**src/rtl/counter_ctrl.sv**
```systemverilog
// Run controller for the prototype counter: rate prescaler, IDLE/RUN/PAUSE
// sequencing and a four-digit BCD up/down count with registered outputs.
module counter_ctrl #(
  parameter int unsigned DIV = 10000000
) (
  input  logic        clk,
  input  logic        rst,
  input  logic        start,
  input  logic        stop,
  input  logic        clear,
  input  logic        up_dn,
  output logic        run,
  output logic        tick,
  output logic        wrap,
  output logic [15:0] bcd
);

  typedef enum logic [1:0] {
    S_IDLE  = 2'd0,
    S_RUN   = 2'd1,
    S_PAUSE = 2'd2
  } state_t;

  localparam logic [29:0] Q_LAST = 30'(DIV - 1);

  state_t      state_q, state_d;
  logic [29:0] q_q, q_d;
  logic        run_q, run_d;
  logic        tick_q, tick_d;
  logic        wrap_q, wrap_d;
  logic [15:0] bcd_q, bcd_d;

  logic [15:0] bcd_step;
  logic        carry;

  // Decimal increment/decrement; a carry/borrow out of the top digit is a wrap.
  always_comb begin
    bcd_step = bcd_q;
    carry    = 1'b1;
    for (int i = 0; i < 4; i++) begin
      if (carry) begin
        if (up_dn) begin
          if (bcd_q[4*i +: 4] >= 4'd9) begin
            bcd_step[4*i +: 4] = 4'd0;
          end else begin
            bcd_step[4*i +: 4] = bcd_q[4*i +: 4] + 4'd1;
            carry              = 1'b0;
          end
        end else begin
          if (bcd_q[4*i +: 4] == 4'd0) begin
            bcd_step[4*i +: 4] = 4'd9;
          end else begin
            bcd_step[4*i +: 4] = bcd_q[4*i +: 4] - 4'd1;
            carry              = 1'b0;
          end
        end
      end
    end
  end

  always_comb begin
    state_d = state_q;
    q_d     = q_q;
    tick_d  = 1'b0;
    wrap_d  = 1'b0;
    bcd_d   = bcd_q;
    if (clear) begin
      state_d = S_IDLE;
      q_d     = '0;
      bcd_d   = '0;
    end else begin
      case (state_q)
        S_IDLE: begin
          q_d = '0;
          if (start) state_d = S_RUN;
        end
        S_RUN: begin
          // A stop on the terminal count suppresses the step and parks Q there.
          if (q_q == Q_LAST) begin
            if (!stop) begin
              q_d    = '0;
              tick_d = 1'b1;
              wrap_d = carry;
              bcd_d  = bcd_step;
            end
          end else begin
            q_d = q_q + 30'd1;
          end
          if (stop) state_d = S_PAUSE;
        end
        S_PAUSE: begin
          if (start && !stop) state_d = S_RUN;
        end
        default: state_d = S_IDLE;
      endcase
    end
    run_d = (state_d == S_RUN);
  end

  always_ff @(posedge clk or posedge rst) begin
    if (rst) begin
      state_q <= S_IDLE;
      q_q     <= '0;
      run_q   <= 1'b0;
      tick_q  <= 1'b0;
      wrap_q  <= 1'b0;
      bcd_q   <= '0;
    end else begin
      state_q <= state_d;
      q_q     <= q_d;
      run_q   <= run_d;
      tick_q  <= tick_d;
      wrap_q  <= wrap_d;
      bcd_q   <= bcd_d;
    end
  end

  assign run  = run_q;
  assign tick = tick_q;
  assign wrap = wrap_q;
  assign bcd  = bcd_q;

endmodule

```
**config.mk**
```make
export PLATFORM = sky130hd
export DESIGN_NAME = counter_ctrl
export DESIGN_NICKNAME = d
export VERILOG_FILES = /design/src/rtl/counter_ctrl.sv
export SDC_FILE = /design/constraint.sdc
export NUM_CORES = 1
export LEC_CHECK = 0
export BUFFER_PORTS_ARGS = -buffer_cell sky130_fd_sc_hd__clkbuf_2
export CAP_MARGIN = 20
export CORE_ASPECT_RATIO = 0.5
export CORE_MARGIN = 8
export CORE_UTILIZATION = 63
export CTS_BUF_LIST = sky130_fd_sc_hd__clkbuf_8
export DETAILED_ROUTE_END_ITERATION = 8
export PLACE_DENSITY = 0.83
export SYNTH_ARGS = -nofsm -noshare
export SYNTH_HDL_FRONTEND = slang
export SYNTH_SLANG_ARGS = --single-unit
```
**constraint.sdc**
```tcl
create_clock -name clk -period 3.18 [get_ports clk]
set_clock_uncertainty 0.1 [all_clocks]
set_input_delay 0.636 -clock clk [delete_from_list [all_inputs] [get_ports clk]]
set_output_delay 0.636 -clock clk [all_outputs]
set_load 0.05 [all_outputs]
```
==> flow_results.xml, run 1 <==
<?xml version="1.0" encoding="UTF-8"?>
<metrics>
  <group name="run_status">
    <metric name="result_of_the_run" unit="">complete, no violations</metric>
  </group>
  <group name="global_route">
    <metric name="wire_length_of_the_first_global_routing_pass" unit="um">15600</metric>
    <metric name="grt_start_max_net_pins" unit="">52</metric>
    <metric name="grt_use_total" unit="%">21.9</metric>
    <metric name="first_global_vias" unit="">3352</metric>
    <metric name="gr-total-overflow" unit="">0</metric>
    <metric name="antenna_found_initial" unit="">0</metric>
  </group>
  <group name="floorplan">
    <metric name="floorplan.core_area" unit="um2">5490</metric>
    <metric name="core_rows" unit="">19</metric>
    <metric name="die_area" unit="um2">8550</metric>
    <metric name="initial_utilization" unit="%">65.7</metric>
    <metric name="dieHeight" unit="um">69.5</metric>
    <metric name="ios" unit="">25</metric>
    <metric name="die_x" unit="um">123</metric>
  </group>
  <group name="route">
    <metric name="antenna_left" unit="">0</metric>
    <metric name="routed_wire_length_per_instance" unit="um">17.8</metric>
    <metric name="dr_total_vias" unit="">3589</metric>
    <metric name="vias_per_cell" unit="">6.92</metric>
    <metric name="route.detailed.drc" unit="">0</metric>
    <metric name="totalWireLength" unit="um">9240</metric>
    <metric name="drt_pass1_iterations" unit="">5</metric>
    <metric name="drt_iter0_drc" unit="">402</metric>
  </group>
  <group name="critical_path">
    <metric name="crit_path_max_fanout" unit="">9</metric>
    <metric name="critical_path_class" unit="">register to register</metric>
    <metric name="cp_cell_sequence" unit="">inv_1, ha_1, or3b_2, o22ai_1, nand4_1, a2111oi_0, nor3_1</metric>
    <metric name="crit_path_start_kind" unit="">register</metric>
    <metric name="cpPeakStageDelay" unit="ns">0.52</metric>
    <metric name="cp.required" unit="ns">3.28</metric>
    <metric name="cell_with_the_largest_stage_delay_on_the_worst_path" unit="">sky130_fd_sc_hd__or3b_2</metric>
    <metric name="end_kind" unit="">register</metric>
    <metric name="cp.arrival" unit="ns">2.82</metric>
  </group>
  <group name="pwr">
    <metric name="clockPowerShare" unit="%">32.4</metric>
    <metric name="internal-power" unit="mW">0.817</metric>
    <metric name="vdd.ir_drop.worst" unit="mV">0.182</metric>
    <metric name="pwr-share-comb" unit="%">7.6</metric>
    <metric name="p_leak" unit="nW">1.53</metric>
    <metric name="total_switching_power" unit="mW">0.276</metric>
    <metric name="sequential_share_of_power" unit="%">60.0</metric>
    <metric name="fin_total_pwr" unit="mW">1.09</metric>
    <metric name="p_sw_share" unit="%">25.2</metric>
    <metric name="p_per_area" unit="nW/um2">284</metric>
  </group>
  <group name="sta">
    <metric name="timing.final.max_slew_violations" unit="">0</metric>
    <metric name="slew_headroom" unit="%">44.9</metric>
    <metric name="period_share" unit="%">85.4</metric>
    <metric name="finalSetupViolations" unit="">0</metric>
    <metric name="rsz0062_at_grt" unit="">false</metric>
    <metric name="tns" unit="ns">0</metric>
    <metric name="max_freq" unit="MHz">368</metric>
    <metric name="report.final.hold_viol_count" unit="">0</metric>
    <metric name="period_needed" unit="ns">2.72</metric>
    <metric name="max_slew.worst_pin.slew" unit="ns">0.824</metric>
  </group>
  <group name="synthesis">
    <metric name="netlist-cell-type-count" unit="">58</metric>
    <metric name="leading_cell_types_by_count_after_synthesis" unit="">sky130_fd_sc_hd__dfrtp_1 (51), sky130_fd_sc_hd__a21oi_1 (46), sky130_fd_sc_hd__nor2_1 (31)</metric>
    <metric name="ys_seq_area_share" unit="%">35.4</metric>
    <metric name="most_common_cell_in_the_synthesized_netlist" unit="">sky130_fd_sc_hd__dfrtp_1</metric>
    <metric name="synth-xor-area-share" unit="%">1.70</metric>
    <metric name="dominantRegCellSynth" unit="">sky130_fd_sc_hd__dfrtp_1</metric>
    <metric name="synth_adder_area_share" unit="%">4.86</metric>
    <metric name="yosys-mux-area-fraction" unit="%">1.11</metric>
    <metric name="post_synth_and_or_nand_nor_area_fraction" unit="%">30.2</metric>
    <metric name="post_synth_inst_count" unit="">432</metric>
    <metric name="synth_top_family_by_area" unit="">simple AND/OR/NAND/NOR gates</metric>
    <metric name="synth_area_leader_cell" unit="">sky130_fd_sc_hd__dfrtp_1</metric>
    <metric name="number_of_synthesized_flops_with_an_enable_pin" unit="">0</metric>
    <metric name="synthesis.yosys.warnings" unit="">0</metric>
    <metric name="synth_compound_area_share" unit="%">22.1</metric>
    <metric name="synth_top_cell_area_share" unit="%">35.4</metric>
    <metric name="ys_top_cells_by_area" unit="">sky130_fd_sc_hd__dfrtp_1 (35%), sky130_fd_sc_hd__a21oi_1 (6.4%), sky130_fd_sc_hd__ha_1 (4.9%)</metric>
    <metric name="synth_fp_nets" unit="">452</metric>
    <metric name="synth_area" unit="um2">3610</metric>
    <metric name="syn_area_per_cell" unit="um2">8.35</metric>
    <metric name="postSynth.asyncResetShare" unit="%">100</metric>
    <metric name="ys_ff_latch" unit="">51</metric>
  </group>
  <group name="cts">
    <metric name="clock_path_buffers" unit="">2</metric>
    <metric name="cts_htree_levels" unit="">2</metric>
    <metric name="cts_setup_buffers" unit="">0</metric>
    <metric name="post_cts_resize_count" unit="">0</metric>
    <metric name="cts_tree" unit="">built</metric>
    <metric name="cts-buffers-inserted" unit="">5</metric>
    <metric name="cts.sinks" unit="">51</metric>
    <metric name="clock-root-buffer" unit="">sky130_fd_sc_hd__clkbuf_8</metric>
    <metric name="clock_slew_seen_by_the_registers_of_the_worst_setup_and_hold_paths" unit="ns">0.09</metric>
    <metric name="hold_buffers" unit="">0</metric>
    <metric name="clk_latency" unit="ns">0.32</metric>
  </group>
  <group name="finish">
    <metric name="drive_above_1_share" unit="%">11.2</metric>
    <metric name="fillCellCount" unit="">434</metric>
    <metric name="layout-area-overhead-vs-synth" unit="%">6.59</metric>
    <metric name="multi_input_area" unit="um2">2160</metric>
    <metric name="finalNetCount" unit="">467</metric>
    <metric name="reg_area" unit="um2">1280</metric>
    <metric name="antenna_cells" unit="">0</metric>
  </group>
  <group name="place">
    <metric name="dp_hpwl" unit="um">6600</metric>
    <metric name="gpl.final_weighted_congestion" unit="">0.927</metric>
    <metric name="io_buffer_count" unit="">24</metric>
  </group>
  <group name="worst_hold_path">
    <metric name="hp_class" unit="">primary input to asynchronous set/reset pin</metric>
  </group>
  <group name="flow_run">
    <metric name="max_cap_violations" unit="">0</metric>
  </group>
</metrics>
## power by group through the flow
stage               combinational [mW]  clock (mW)  sequential [mW]
floorplan                       0.0554           0            0.670
global placement                0.0796           0            0.668
detailed placement              0.0827           0            0.668
CTS                             0.0831       0.359            0.656
global route                    0.0920       0.385            0.656
finish                          0.0835       0.354            0.656
## per-layer routing
metal  track usage (%)  vias up  routed length (um)
met5                 0        -                   0
met1              27.2     1710                3840
met2              35.4      193                4400
met4              9.27        0                 210
met3              5.52       35                 790
li1                  -     1651                   -
## registers in the layout (all words and copies together), names as in the netlist
name,count
bcd,16
q_q,30
run,1
state_q,2
tick,1
wrap,1
## layout by cell type (no fill, tap or decap), types with 3 or more instances in the layout
| cell | n |
|---|---|
| sky130_fd_sc_hd__a211o_1 | 3 |
| sky130_fd_sc_hd__a211oi_1 | 8 |
| sky130_fd_sc_hd__a21oi_1 | 46 |
| sky130_fd_sc_hd__a31o_2 | 3 |
| sky130_fd_sc_hd__a31oi_1 | 9 |
| sky130_fd_sc_hd__and2_1 | 3 |
| sky130_fd_sc_hd__and3_1 | 7 |
| sky130_fd_sc_hd__and4_1 | 10 |
| sky130_fd_sc_hd__buf_4 | 6 |
| sky130_fd_sc_hd__clkbuf_2 | 24 |
| sky130_fd_sc_hd__clkbuf_8 | 5 |
| sky130_fd_sc_hd__dfrtp_1 | 51 |
| sky130_fd_sc_hd__ha_1 | 14 |
| sky130_fd_sc_hd__inv_1 | 20 |
| sky130_fd_sc_hd__mux2i_1 | 4 |
| sky130_fd_sc_hd__nand2_1 | 29 |
| sky130_fd_sc_hd__nand2b_1 | 6 |
| sky130_fd_sc_hd__nand3_1 | 17 |
| sky130_fd_sc_hd__nand3b_1 | 5 |
| sky130_fd_sc_hd__nand4_1 | 11 |
| sky130_fd_sc_hd__nor2_1 | 31 |
| sky130_fd_sc_hd__nor2b_1 | 3 |
| sky130_fd_sc_hd__nor3_1 | 15 |
| sky130_fd_sc_hd__nor3b_1 | 4 |
| sky130_fd_sc_hd__nor4_1 | 9 |
| sky130_fd_sc_hd__nor4b_1 | 4 |
| sky130_fd_sc_hd__o21ai_0 | 25 |
| sky130_fd_sc_hd__o21bai_1 | 4 |
| sky130_fd_sc_hd__o22ai_1 | 3 |
| sky130_fd_sc_hd__o31ai_1 | 6 |
| sky130_fd_sc_hd__o41ai_1 | 3 |
| sky130_fd_sc_hd__or3_1 | 12 |
| sky130_fd_sc_hd__or3b_2 | 5 |
| sky130_fd_sc_hd__or4_1 | 6 |
| sky130_fd_sc_hd__xnor2_1 | 6 |
## cells by family after synthesis
| logic type | Yosys count |
|---|---|
| xor+xnor | 7 |
| mux | 4 |
| buf+inv | 42 |
| simple gates | 187 |
| compound gates | 127 |
| fa+ha+maj | 14 |
| flops | 51 |
## final cells by class
class | instances | area share, %
clock buffers | 5 | 1.79
repair buffers | 30 | 4.30
inverters | 20 | 1.95
multi-input cells | 339 | 56.3
flip-flops and latches | 51 | 33.2
well taps | 73 | 2.38
clock inverters | 1 | 0.0977
## critical path, delay by kind of cell (launching register included)
kind / cells / cell delay [ns]
AO/OA/AOI/OAI: 2 / 0.71
adder cells (fa/ha/maj): 1 / 0.28
buffers and inverters: 1 / 0.13
flip-flops: 1 / 0.47
AND/OR/NAND/NOR: 3 / 0.91
## path summary, 6_finish.rpt
check / startpoint / to / slack (ns) / cells after the start
max in group asynchronous: rst / q_q[29] / 2.18 / 3
max reg2reg: bcd[0] / bcd[6] / 0.46 / 7
min: rst / run / 0.37 / 3
max: bcd[0] / bcd[6] / 0.46 / 7
min in group clk: q_q[0] / q_q[0] / 0.44 / 1
min reg2reg: q_q[0] / q_q[0] / 0.44 / 1
## per-stage QoR
step	cell area [um2]	hold WS, ns	cells	setup slack, ns	util (%)
2_1_floorplan	3610	0.396	432	0.564	-
3_3_place_gp	3770	0.426	513	0.665	68.7
3_5_place_dp	3770	0.430	513	0.517	68.7
4_1_cts	3840	0.396	519	0.484	70.0
5_1_grt	3840	0.427	519	0.128	70.0
6_report	3840	0.373	519	0.463	70.0
Power figures use the tool's default switching activity.
==> inputs of run 2 (changes only) <==
--- a/config.mk
+++ b/config.mk
@@ -7,12 +7,14 @@
 export LEC_CHECK = 0
 export BUFFER_PORTS_ARGS = -buffer_cell sky130_fd_sc_hd__clkbuf_2
 export CAP_MARGIN = 20
+export CELL_PAD_IN_SITES_DETAIL_PLACEMENT = 0
+export CELL_PAD_IN_SITES_GLOBAL_PLACEMENT = 2
 export CORE_ASPECT_RATIO = 0.5
 export CORE_MARGIN = 8
-export CORE_UTILIZATION = 63
+export CORE_UTILIZATION = 38
 export CTS_BUF_LIST = sky130_fd_sc_hd__clkbuf_8
 export DETAILED_ROUTE_END_ITERATION = 8
-export PLACE_DENSITY = 0.83
+export PLACE_DENSITY = 0.82
 export SYNTH_ARGS = -nofsm -noshare
 export SYNTH_HDL_FRONTEND = slang
 export SYNTH_SLANG_ARGS = --single-unit
==> run 2 against run 1 <==
Against the previous run: fmax up 3.1%; flip-flop and latch count did not move; worst hold slack got worse by 0.21 ns; cell count up 9.6%; first-iteration DRC count fell by 44%; clock power is 2% higher; utilization decreased by 28 points; largest cell class unchanged; highest routed layer unchanged.
==> flow_results.xml, run 2 (synthesis gave the netlist of run 1 again) <==
<?xml version="1.0" encoding="UTF-8"?>
<metrics>
  <group name="route">
    <metric name="routedLengthMet1" unit="um">4430</metric>
    <metric name="topRoutingLayerUsed" unit="">met4</metric>
    <metric name="route.detailed.drc" unit="">0</metric>
    <metric name="antenna_left" unit="">0</metric>
    <metric name="totalWireLength" unit="um">9850</metric>
    <metric name="met3WireLength" unit="um">510</metric>
    <metric name="drt_pass1_iterations" unit="">5</metric>
    <metric name="drt_iter0_drc" unit="">226</metric>
    <metric name="vias_per_cell" unit="">6.10</metric>
    <metric name="routed-wl-met2" unit="um">4760</metric>
    <metric name="routed_wire_length_per_instance" unit="um">17.3</metric>
    <metric name="dr_total_vias" unit="">3472</metric>
  </group>
  <group name="sta">
    <metric name="period_share" unit="%">82.9</metric>
    <metric name="finalSetupViolations" unit="">0</metric>
    <metric name="slew_headroom" unit="%">51.1</metric>
    <metric name="max_freq" unit="MHz">379</metric>
    <metric name="tns" unit="ns">0</metric>
    <metric name="fin_worst_hold_slack" unit="ns">0.160</metric>
    <metric name="period_needed" unit="ns">2.64</metric>
    <metric name="max_slew.worst_pin.slew" unit="ns">0.733</metric>
    <metric name="report.final.hold_viol_count" unit="">0</metric>
    <metric name="timing.final.max_slew_violations" unit="">0</metric>
    <metric name="rsz0062_at_grt" unit="">false</metric>
  </group>
  <group name="critical_path">
    <metric name="cp.arrival" unit="ns">2.73</metric>
    <metric name="end_kind" unit="">register</metric>
    <metric name="critical_path_class" unit="">register to register</metric>
    <metric name="crit_path_start_kind" unit="">register</metric>
    <metric name="cp.required" unit="ns">3.27</metric>
    <metric name="crit_path_max_fanout" unit="">9</metric>
  </group>
  <group name="cts">
    <metric name="hold_buffers" unit="">0</metric>
    <metric name="cts-buffers-inserted" unit="">5</metric>
    <metric name="clk_latency" unit="ns">0.31</metric>
    <metric name="post_cts_resize_count" unit="">0</metric>
    <metric name="cts_setup_buffers" unit="">0</metric>
    <metric name="cts_tree" unit="">built</metric>
    <metric name="cts_htree_levels" unit="">2</metric>
    <metric name="clock_slew_seen_by_the_registers_of_the_worst_setup_and_hold_paths" unit="ns">0.09</metric>
    <metric name="cts.sinks" unit="">51</metric>
    <metric name="clock_path_buffers" unit="">2</metric>
    <metric name="clock-root-buffer" unit="">sky130_fd_sc_hd__clkbuf_8</metric>
  </group>
  <group name="finish">
    <metric name="most_common_cell_after_layout_fill_and_taps_aside" unit="">sky130_fd_sc_hd__dfrtp_1</metric>
    <metric name="largest_register_ff_count" unit="">30</metric>
    <metric name="finalNetCount" unit="">469</metric>
    <metric name="drive_above_1_share" unit="%">11.6</metric>
    <metric name="antenna_cells" unit="">0</metric>
    <metric name="layout-area-overhead-vs-synth" unit="%">8.67</metric>
    <metric name="post-route-util" unit="%">42.0</metric>
    <metric name="largest-register" unit="">q_q</metric>
    <metric name="mostFrequentLayoutCells" unit="">sky130_fd_sc_hd__dfrtp_1 (51), sky130_fd_sc_hd__a21oi_1 (46), sky130_fd_sc_hd__nor2_1 (31), sky130_fd_sc_hd__nand2_1 (29), sky130_fd_sc_hd__o21ai_0 (25)</metric>
  </group>
  <group name="global_route">
    <metric name="grt_start_max_net_pins" unit="">23</metric>
    <metric name="wire_length_of_the_first_global_routing_pass" unit="um">16300</metric>
    <metric name="first_global_vias" unit="">3293</metric>
    <metric name="gr-total-overflow" unit="">0</metric>
    <metric name="grt_use_total" unit="%">15.0</metric>
    <metric name="antenna_found_initial" unit="">0</metric>
  </group>
  <group name="place">
    <metric name="gpl.final_weighted_congestion" unit="">0.854</metric>
    <metric name="dp_hpwl" unit="um">7250</metric>
    <metric name="io_buffer_count" unit="">24</metric>
  </group>
  <group name="floorplan">
    <metric name="core_rows" unit="">25</metric>
    <metric name="ios" unit="">25</metric>
    <metric name="floorplan.core_area" unit="um2">9320</metric>
    <metric name="dieHeight" unit="um">84.9</metric>
    <metric name="die_area" unit="um2">13100</metric>
    <metric name="die_x" unit="um">154</metric>
    <metric name="initial_utilization" unit="%">38.7</metric>
  </group>
  <group name="pwr">
    <metric name="p_per_area" unit="nW/um2">281</metric>
    <metric name="p_leak" unit="nW">1.54</metric>
    <metric name="fin_total_pwr" unit="mW">1.10</metric>
    <metric name="vdd.ir_drop.worst" unit="mV">0.132</metric>
  </group>
  <group name="run_status">
    <metric name="result_of_the_run" unit="">complete, no violations</metric>
  </group>
  <group name="worst_hold_path">
    <metric name="hp_class" unit="">primary input to asynchronous set/reset pin</metric>
  </group>
  <group name="flow_run">
    <metric name="max_cap_violations" unit="">0</metric>
  </group>
</metrics>
==> run 2: cell count changes in the layout (fill, tap and decap cells not counted) <==
cell / change
sky130_fd_sc_hd__buf_4: +2
==> run 2: per-stage QoR <==
step / area [um2] / cells / setup slack (ns)
finish: 3920 / 569 / 0.545
global route: 3920 / 569 / 0.318
CTS: 3920 / 569 / 0.562
detailed placement: 3850 / 563 / 0.596
global placement: 3850 / 563 / 0.659
floorplan: 3610 / 432 / 0.564
==> run 2: area by class of cell <==
cell class,instances,area (um2)
well taps,121,151
fillers,953,5400
repair buffers,32,180
inverters,20,75.1
clock inverters,1,3.75
flip-flops and latches,51,1280
clock buffers,5,68.8
multi-input cells,339,2160
==> run 2: report_power, final <==
part,internal (mW),switching [mW],leakage (nW)
logic,0.0233,0.0629,0.787
registers,0.651,0.00471,0.710
clock network,0.144,0.216,0.0413
total,0.819,0.284,1.54
==> run 2: critical path, cell delays in order (launching register included) <==
cell and delay [ns]:
sky130_fd_sc_hd__dfrtp_1 0.48, sky130_fd_sc_hd__inv_1 0.12, sky130_fd_sc_hd__ha_1 0.24, sky130_fd_sc_hd__or3b_2 0.50, sky130_fd_sc_hd__o22ai_1 0.26, sky130_fd_sc_hd__nand4_1 0.30, sky130_fd_sc_hd__a2111oi_0 0.43, sky130_fd_sc_hd__nor3_1 0.08
==> run 2: metal layers <==
metal	vias to the layer above	global-route usage, %
met1	1692	18.2
met3	13	3.40
met4	0	4.59
li1	1665	-
met2	102	26.2
met5	-	0
==> run 2: path summary, 6_finish.rpt <==
path | depth (start not counted) | end | startpoint | slack [ns]
max in group asynchronous | 3 | q_q[29] | rst | 2.24
worst min register to register | 1 | q_q[0] | q_q[0] | 0.45
worst max register to register | 7 | bcd[6] | bcd[0] | 0.54
worst min-delay path | 2 | state_q[1] | rst | 0.16
min in group clk | 1 | q_q[0] | q_q[0] | 0.45
worst max-delay path | 7 | bcd[6] | bcd[0] | 0.54
==> inputs of run 3 (changes only) <==
==> constraint.sdc (replaced) <==
create_clock -name clk -period 2.55 [get_ports clk]
set_clock_uncertainty 0.1 [all_clocks]
set_input_delay 0.51 -clock clk [delete_from_list [all_inputs] [get_ports clk]]
set_output_delay 0.51 -clock clk [all_outputs]
set_load 0.05 [all_outputs]
==> run 3 against run 2 <==
Against the previous run: flip-flop and latch count stayed put; global-route usage up 0.71 points; sequential power grew 25%; largest cell class unchanged.
==> flow_results.xml, run 3 (synthesis gave the netlist of run 1 again) <==
<?xml version="1.0" encoding="UTF-8"?>
<metrics>
  <group name="global_route">
    <metric name="wire_length_of_the_first_global_routing_pass" unit="um">17200</metric>
    <metric name="grt_start_max_net_pins" unit="">23</metric>
    <metric name="first_global_vias" unit="">3407</metric>
    <metric name="antenna_found_initial" unit="">0</metric>
    <metric name="grt_use_total" unit="%">15.7</metric>
    <metric name="gr-total-overflow" unit="">0</metric>
  </group>
  <group name="pwr">
    <metric name="p_per_area" unit="nW/um2">339</metric>
    <metric name="clockPowerShare" unit="%">33.2</metric>
    <metric name="vdd.ir_drop.worst" unit="mV">0.168</metric>
    <metric name="internal-power" unit="mW">1.03</metric>
    <metric name="p_sw_share" unit="%">26.6</metric>
    <metric name="total_switching_power" unit="mW">0.372</metric>
    <metric name="fin_total_pwr" unit="mW">1.40</metric>
    <metric name="p_leak" unit="nW">1.66</metric>
    <metric name="pwr-share-comb" unit="%">8.4</metric>
    <metric name="sequential_share_of_power" unit="%">58.3</metric>
  </group>
  <group name="finish">
    <metric name="most_common_cell_after_layout_fill_and_taps_aside" unit="">sky130_fd_sc_hd__dfrtp_1</metric>
    <metric name="mostFrequentLayoutCells" unit="">sky130_fd_sc_hd__dfrtp_1 (47), sky130_fd_sc_hd__a21oi_1 (45), sky130_fd_sc_hd__nor2_1 (31), sky130_fd_sc_hd__buf_4 (31), sky130_fd_sc_hd__nand2_1 (29)</metric>
    <metric name="fillCellCount" unit="">928</metric>
    <metric name="multi_input_area" unit="um2">2200</metric>
    <metric name="antenna_cells" unit="">0</metric>
    <metric name="largest_register_ff_count" unit="">30</metric>
    <metric name="post-route-util" unit="%">44.4</metric>
    <metric name="layout-area-overhead-vs-synth" unit="%">14.7</metric>
    <metric name="largest-register" unit="">q_q</metric>
    <metric name="drive_above_1_share" unit="%">18.0</metric>
    <metric name="reg_area" unit="um2">1280</metric>
    <metric name="finalNetCount" unit="">492</metric>
  </group>
  <group name="floorplan">
    <metric name="die_x" unit="um">154</metric>
    <metric name="dieHeight" unit="um">84.9</metric>
    <metric name="die_area" unit="um2">13100</metric>
    <metric name="core_rows" unit="">25</metric>
    <metric name="initial_utilization" unit="%">38.7</metric>
    <metric name="floorplan.core_area" unit="um2">9320</metric>
    <metric name="ios" unit="">25</metric>
  </group>
  <group name="critical_path">
    <metric name="crit_path_start_kind" unit="">register</metric>
    <metric name="end_kind" unit="">register</metric>
    <metric name="cp.required" unit="ns">2.69</metric>
    <metric name="worstReg2RegEnd" unit="">bcd[8]</metric>
    <metric name="crit_path_max_fanout" unit="">10</metric>
    <metric name="critical_path_class" unit="">register to register</metric>
    <metric name="ff2ff_path_depth" unit="">6</metric>
    <metric name="r2r_slack" unit="ns">0.11</metric>
    <metric name="cp.arrival" unit="ns">2.58</metric>
    <metric name="reg2reg_from" unit="">q_q[24]</metric>
  </group>
  <group name="route">
    <metric name="routed_wire_length_per_instance" unit="um">17.7</metric>
    <metric name="route.detailed.drc" unit="">0</metric>
    <metric name="dr_total_vias" unit="">3559</metric>
    <metric name="drt_pass1_iterations" unit="">4</metric>
    <metric name="vias_per_cell" unit="">6.00</metric>
    <metric name="antenna_left" unit="">0</metric>
    <metric name="totalWireLength" unit="um">10500</metric>
    <metric name="drt_iter0_drc" unit="">238</metric>
  </group>
  <group name="cts">
    <metric name="clock_slew_seen_by_the_registers_of_the_worst_setup_and_hold_paths" unit="ns">0.10</metric>
    <metric name="clock-root-buffer" unit="">sky130_fd_sc_hd__clkbuf_8</metric>
    <metric name="cts.sinks" unit="">51</metric>
    <metric name="clk_latency" unit="ns">0.32</metric>
    <metric name="cts_tree" unit="">built</metric>
    <metric name="cts_htree_levels" unit="">2</metric>
    <metric name="clock_path_buffers" unit="">2</metric>
    <metric name="cts-buffers-inserted" unit="">5</metric>
  </group>
  <group name="sta">
    <metric name="finalSetupViolations" unit="">0</metric>
    <metric name="slew_headroom" unit="%">45.5</metric>
    <metric name="final.setup.worst_slack" unit="ns">0.109</metric>
    <metric name="max_freq" unit="MHz">410</metric>
    <metric name="max_slew.worst_pin.slew" unit="ns">0.817</metric>
    <metric name="report.final.hold_viol_count" unit="">0</metric>
    <metric name="period_share" unit="%">95.7</metric>
    <metric name="timing.final.max_slew_violations" unit="">0</metric>
    <metric name="fin_worst_hold_slack" unit="ns">0.0339</metric>
    <metric name="period_needed" unit="ns">2.44</metric>
  </group>
  <group name="place">
    <metric name="gpl.final_weighted_congestion" unit="">0.861</metric>
    <metric name="dp_worst_setup_slack" unit="ns">0.0656</metric>
    <metric name="dp_hpwl" unit="um">7560</metric>
    <metric name="io_buffer_count" unit="">24</metric>
  </group>
  <group name="run_status">
    <metric name="result_of_the_run" unit="">complete, no violations</metric>
  </group>
  <group name="flow_run">
    <metric name="max_cap_violations" unit="">0</metric>
  </group>
  <group name="worst_hold_path">
    <metric name="hp_class" unit="">primary input to asynchronous set/reset pin</metric>
  </group>
</metrics>
[run 3: cell types whose count changed in the layout (fill, tap and decap cells not counted), sizes merged]
cell / change
buf: +23
inv: +1
[run 3: per-layer routing]
layer | GRT usage, % | wire length [um] | vias up
met5 | 0 | 0 | -
met4 | 3.80 | 133 | 0
met3 | 3.40 | 428 | 12
met2 | 26.9 | 4990 | 68
met1 | 19.9 | 4930 | 1766
li1 | - | - | 1713
[run 3: metrics by stage]
stage	cell area (um2)	TNS, ns	cells
6_report	4140	0	593
5_1_grt	4140	-0.00245	593
4_1_cts	4090	0	592
3_5_place_dp	4020	0	585
3_3_place_gp	4020	0	585
2_1_floorplan	3610	0	432
[run 3: worst max path at each step]
stage	slack [ns]	to	start	depth (start not counted)
after floorplan	0.01	bcd[14]	bcd[9]	7
after global placement	0.16	bcd[8]	bcd[1]	8
after detailed placement	0.07	bcd[8]	bcd[1]	8
after CTS	0.02	bcd[8]	bcd[1]	8
after global routing	-0.002	bcd[10]	bcd[1]	8
final	0.11	bcd[8]	q_q[24]	6
[run 3: critical path, stage by stage, from the launching register on]
cell and delay [ns]:
sky130_fd_sc_hd__dfrtp_1 0.43, sky130_fd_sc_hd__or4b_4 0.56, sky130_fd_sc_hd__nor4_4 0.36, sky130_fd_sc_hd__nand4_1 0.19, sky130_fd_sc_hd__buf_4 0.21, sky130_fd_sc_hd__or3_1 0.38
sky130_fd_sc_hd__a21oi_1 0.14
[run 3: what timing repair did]
action / CTS / global route
gates resized for setup: 0 / 9
buffers inserted: 0 / 1
hold buffers: 0 / 0
setup endpoints to repair: 0 / 8
[run 3: power by group through the flow]
stage,Clock (mW),Combinational (mW),Sequential (mW)
floorplan,0,0.0691,0.836
global placement,0,0.114,0.834
detailed placement,0,0.117,0.834
CTS,0.478,0.118,0.818
global route,0.509,0.131,0.819
finish,0.466,0.118,0.818
[run 3: final cells by class]
type                            instances  share of cell area, %
Timing Repair Buffer                   55                   8.53
Inverter                               20                   1.81
Tap cell                              121                   3.66
Sequential cell                        51                   31.0
Clock inverter                          2                  0.181
Multi-Input combinational cell        339                   53.2
Clock buffer                            5                   1.66
